===== config.mk =====
export PLATFORM = sky130hd
export DESIGN_NAME = ctrl_interrupciones_vec
export DESIGN_NICKNAME = d
export VERILOG_FILES = /design/src/rtl/ctrl_interrupciones_vec.sv
export SDC_FILE = /design/constraint.sdc
export NUM_CORES = 1
export LEC_CHECK = 0
export ABC_CLOCK_PERIOD_IN_PS = 3930
export BUFFER_PORTS_ARGS = -buffer_cell sky130_fd_sc_hd__buf_2
export CAP_MARGIN = 0
export CORE_ASPECT_RATIO = 1.1
export CORE_MARGIN = 2
export CORE_UTILIZATION = 35
export CTS_CLUSTER_SIZE = 20
export DETAILED_ROUTE_END_ITERATION = 6
export SLEW_MARGIN = 15
export SYNTH_ARGS = -nofsm -noshare
export SYNTH_HDL_FRONTEND = slang
export SYNTH_SLANG_ARGS = --single-unit

===== constraint.sdc =====
create_clock -name clk -period 3.93 [get_ports clk]
set_input_delay 1.179 -clock clk [delete_from_list [all_inputs] [get_ports clk]]
set_output_delay 1.179 -clock clk [all_outputs]
set_load 0.05 [all_outputs]

===== src/rtl/ctrl_interrupciones_vec.sv =====
// Prioritised, vectored interrupt controller: latches edge/level requests, masks them,
// and injects a jump instruction for the highest-priority eligible channel until acked.
module ctrl_interrupciones_vec #(
    parameter int unsigned   N_IRQ    = 7,
    parameter int unsigned   IW       = 16,
    parameter logic [IW-1:0] VEC_BASE = 16'hEFFF,
    parameter logic [IW-1:0] VEC_STEP = 16'h0001
) (
    input  logic             clk,
    input  logic             reset,
    input  logic [N_IRQ-1:0] irq_in,
    input  logic             mask_we,
    input  logic [N_IRQ-1:0] mask_wdata,
    input  logic             mode_we,
    input  logic [N_IRQ-1:0] mode_wdata,
    output logic             inj_valid,
    output logic [IW-1:0]    inj_instr,
    input  logic             inj_ack,
    input  logic             eoi,
    output logic [N_IRQ-1:0] pending,
    output logic [N_IRQ-1:0] in_service
);

    localparam int unsigned IDXW = (N_IRQ > 1) ? $clog2(N_IRQ) : 1;

    typedef enum logic {ST_IDLE, ST_REQ} state_t;

    state_t           r_state;
    logic [IDXW-1:0]  r_idx;
    logic             r_inj_valid;
    logic [IW-1:0]    r_inj_instr;
    logic [N_IRQ-1:0] r_mask;
    logic [N_IRQ-1:0] r_mode;
    logic [N_IRQ-1:0] r_pending;
    logic [N_IRQ-1:0] r_in_service;
    logic [N_IRQ-1:0] r_irq_prev;

    logic             w_ack;
    logic [N_IRQ-1:0] w_ack_oh;
    logic [N_IRQ-1:0] w_elig;
    logic             w_blk;
    logic             w_any;
    logic [IDXW-1:0]  w_sel;
    logic [N_IRQ-1:0] w_eoi_clr;
    logic             w_eoi_done;
    logic [N_IRQ-1:0] w_pend_nxt;
    logic [N_IRQ-1:0] w_isr_nxt;
    logic [IW-1:0]    w_vec;

    assign w_ack    = (r_state == ST_REQ) && inj_ack;
    assign w_ack_oh = w_ack ? (N_IRQ'(1) << r_idx) : '0;
    assign w_vec    = VEC_BASE - IW'(w_sel) * VEC_STEP;

    // One pass: nesting block (any in-service bit at or above priority k), grant
    // selection, EOI target and per-channel pending update.
    always_comb begin
        w_blk      = 1'b0;
        w_elig     = '0;
        w_any      = 1'b0;
        w_sel      = '0;
        w_eoi_clr  = '0;
        w_eoi_done = 1'b0;
        w_pend_nxt = '0;
        for (int unsigned k = 0; k < N_IRQ; k++) begin
            w_blk     = w_blk | r_in_service[k];
            w_elig[k] = r_pending[k] & ~r_mask[k] & ~w_blk;
            if (w_elig[k] && !w_any) begin
                w_any = 1'b1;
                w_sel = IDXW'(k);
            end
            if (r_in_service[k] && !w_eoi_done) begin
                w_eoi_done   = 1'b1;
                w_eoi_clr[k] = 1'b1;
            end
            if (r_mode[k])
                w_pend_nxt[k] = (irq_in[k] & ~r_irq_prev[k]) | (r_pending[k] & ~w_ack_oh[k]);
            else
                w_pend_nxt[k] = irq_in[k];
        end
    end

    // EOI acts on the pre-ack set, then the acked channel is added.
    assign w_isr_nxt = (r_in_service & ~(eoi ? w_eoi_clr : '0)) | w_ack_oh;

    always_ff @(posedge clk) begin
        if (reset) begin
            r_state      <= ST_IDLE;
            r_idx        <= '0;
            r_inj_valid  <= 1'b0;
            r_inj_instr  <= '0;
            r_mask       <= '1;
            r_mode       <= '0;
            r_pending    <= '0;
            r_in_service <= '0;
            r_irq_prev   <= '0;
        end else begin
            r_irq_prev   <= irq_in;
            r_pending    <= w_pend_nxt;
            r_in_service <= w_isr_nxt;
            if (mask_we) r_mask <= mask_wdata;
            if (mode_we) r_mode <= mode_wdata;
            case (r_state)
                ST_IDLE: begin
                    if (w_any) begin
                        r_state     <= ST_REQ;
                        r_idx       <= w_sel;
                        r_inj_valid <= 1'b1;
                        r_inj_instr <= w_vec;
                    end
                end
                ST_REQ: begin
                    if (inj_ack) begin
                        r_state     <= ST_IDLE;
                        r_inj_valid <= 1'b0;
                    end
                end
                default: r_state <= ST_IDLE;
            endcase
        end
    end

    assign inj_valid  = r_inj_valid;
    assign inj_instr  = r_inj_instr;
    assign pending    = r_pending;
    assign in_service = r_in_service;

endmodule


==> flow_summary.json <==
{
  "area_delta_synth_final_pct": 17.6,
  "pre_cts_slack_ns": 1.66,
  "ctsLongestPathBuffers": 2,
  "cp.arrival_ns": 1.12,
  "syn_avg_cell_area_um2": 9.13,
  "cts_buffers": 5,
  "seqPwrFrac_pct": 48.3,
  "multi_input_area_um2": 850,
  "syn_inst": 203,
  "cp_cell_sequence": "buf_2",
  "fin_cells": 305,
  "ys_ff_latch": 44,
  "portBuffers": 56,
  "path_class": "reg -> out",
  "status": "finished clean",
  "clk_latency_ns": 0.30,
  "yosys.area.top_type": "dfxtp_1",
  "cpMaxStageDelayCell": "dfxtp_1",
  "pin_count": 58,
  "clkPwrFrac_pct": 27.9,
  "mostFrequentLayoutCells": "buf_2 (56), dfxtp_1 (44), nor2_1 (24)",
  "rows": 27,
  "setup_slack_ns": 1.63,
  "cts_resized": 0,
  "ff_latch_area_um2": 881,
  "worstSetupEndpointType": "output pin",
  "first_iter_violations": 95,
  "rrSetupSlack_ns": 2.08,
  "wl_per_cell_um": 13.4,
  "clk_pin_slew_worst_paths_ns": 0.08,
  "synth_area_um2": 1850,
  "die_area_um2": 5900,
  "max_stage_delay_ns": 0.49,
  "cts_max_level": 2,
  "grt_max_degree": 46,
  "power_frac_comb_pct": 23.8,
  "wirelength_mm": 4.10,
  "start_util_pct": 36.6,
  "dr.pass1.iters": 4,
  "grt_pass1_vias": 1357,
  "grt_usage_pct": 14.7,
  "cp_max_fo": 8,
  "detail-route-antenna-nets": 0,
  "ctsHoldBuffers": 0,
  "max_slew_margin_pct": 48.7,
  "dieHeight_um": 80.3,
  "synth-async-reset-ratio_pct": 0,
  "synth_flop_cell": "dfxtp_1",
  "antenna_found_initial": 0,
  "dp.cells": 297,
  "layout_commonest_cell": "buf_2",
  "postCtsSetupRepairBufs": 0,
  "crit_family": "flip-flops",
  "power.share.switching_pct": 34.3,
  "grt_overflow": 0,
  "setup_viol": 0,
  "drive_above_1_share_pct": 28.3,
  "synth_edf_count": 0,
  "slew_violations": 0,
  "min_period_ns": 2.30,
  "cts_tree": "done",
  "nNetsFinal": 273,
  "drv_cap": 0,
  "vdd_ir_drop_max_mv": 0.136,
  "insertedDiodeCount": 0,
  "finClkSkew_ns": 0.00811,
  "path_buf_inv": 1,
  "synth.distinct_cells": 43,
  "dp_hpwl_mm": 3.01,
  "clockRootBuffer": "clkbuf_8",
  "hp-class": "reg -> reg",
  "die_w_um": 73.4,
  "via_per_inst": 4.84,
  "pwr_density_cell_nw_per_um2": 486,
  "syn_nets": 230,
  "leakage_nw": 0.980,
  "finalWeightedCongestion": 0.848,
  "fin_hold_ws_ns": 0.479,
  "tightest_slew_ns": 0.770,
  "final.period_utilization_pct": 58.6,
  "drc_errors": 0,
  "startpoint_type": "register",
  "grt_pass1_wl_mm": 6.42,
  "cp.required_ns": 2.75,
  "clock_sinks": 44,
  "r2r-start": "in_service[5]",
  "startpoint": "in_service[2]",
  "min_from": "r_irq_prev[2]",
  "vias": 1476,
  "core_region_area_um2": 5070,
  "hold_viol": 0,
  "setup_tns_ns": 0,
  "synth_top_area_share_pct": 47.5,
  "fmax_mhz": 434,
  "ys_warn_count": 0,
  "power.switching_uw": 364,
  "synth-seq-area-share_pct": 47.5,
  "rsz0062_at_grt": "no",
  "synth_area_leaders": "dfxtp_1 (48%), nor2b_1 (6.4%), buf_4 (4.9%)",
  "power.total_mw": 1.06,
  "intPower_uw": 696,
  "fillers": 539
}
[synth_stat cells (all sizes together) (2+ instances only)]
master  number
dfxtp       44
nor2        25
nand2       23
nor2b       19
buf         13
a21oi        8
mux2i        8
a211o        7
clkbuf       7
nor3         6
nand2b       4
o31ai        4
a22o         3
nor3b        3
o21ai        3
a31oi        2
and2         2
nand3        2
nor4b        2
o21ba        2
[power by group through the flow]
stage / combinational (mW) / clock, mW / sequential, mW
global route: 0.270 / 0.326 / 0.517
detailed placement: 0.254 / 0 / 0.522
CTS: 0.254 / 0.306 / 0.511
floorplan: 0.176 / 0 / 0.561
finish: 0.252 / 0.296 / 0.512
global placement: 0.253 / 0 / 0.521
[path summary, 6_finish.rpt]
kind                         to  cells past startpoint
hold / removal       pending[2]                      3
setup reg to reg   inj_instr[0]                      5
hold reg to reg      pending[2]                      3
setup / recovery  in_service[2]                      1
[routing by layer]
| layer | part of all wire (%) | vias to the layer above | GRT usage, % |
|---|---|---|---|
| li1 | - | 772 | - |
| met4 | 1.7 | 0 | 6.00 |
| met5 | 0 | - | 0 |
| met2 | 44 | 37 | 21.8 |
| met1 | 49 | 662 | 19.4 |
| met3 | 5.0 | 5 | 4.89 |
[state kept, by name (all words and copies together) (netlist names)]
name and flops:
r_irq_prev 7, r_state 1, in_service 7, r_mask 7, r_idx 3, r_mode 7, inj_instr 4, pending 7
inj_valid 1
[per-stage QoR]
step | utilization (%) | instance area (µm²)
CTS | 43.0 | 2180
finish | 43.0 | 2180
global placement | 41.2 | 2090
detailed placement | 41.2 | 2090
floorplan | - | 1850
global route | 43.0 | 2180
[cells by family after synthesis]
kind of cell           count (synthesis)  share of synthesized area [%]
DFF                                   44                           47.5
other                                  1                          0.202
and+or+nand+nor                       90                           24.8
muxes                                  8                           4.32
buffers and inverters                 21                           6.68
AOI/OAI and AO/OA                     39                           16.5
[area by class of cell]
cell class	count	share of cell area, %
Timing Repair Buffer	56	12.9
Inverter	1	0.172
Tap cell	58	3.33
Clock buffer	7	3.96
Multi-Input combinational cell	138	39.0
Sequential cell	44	40.4
Clock inverter	1	0.344
(Power assumes the default switching activity.)
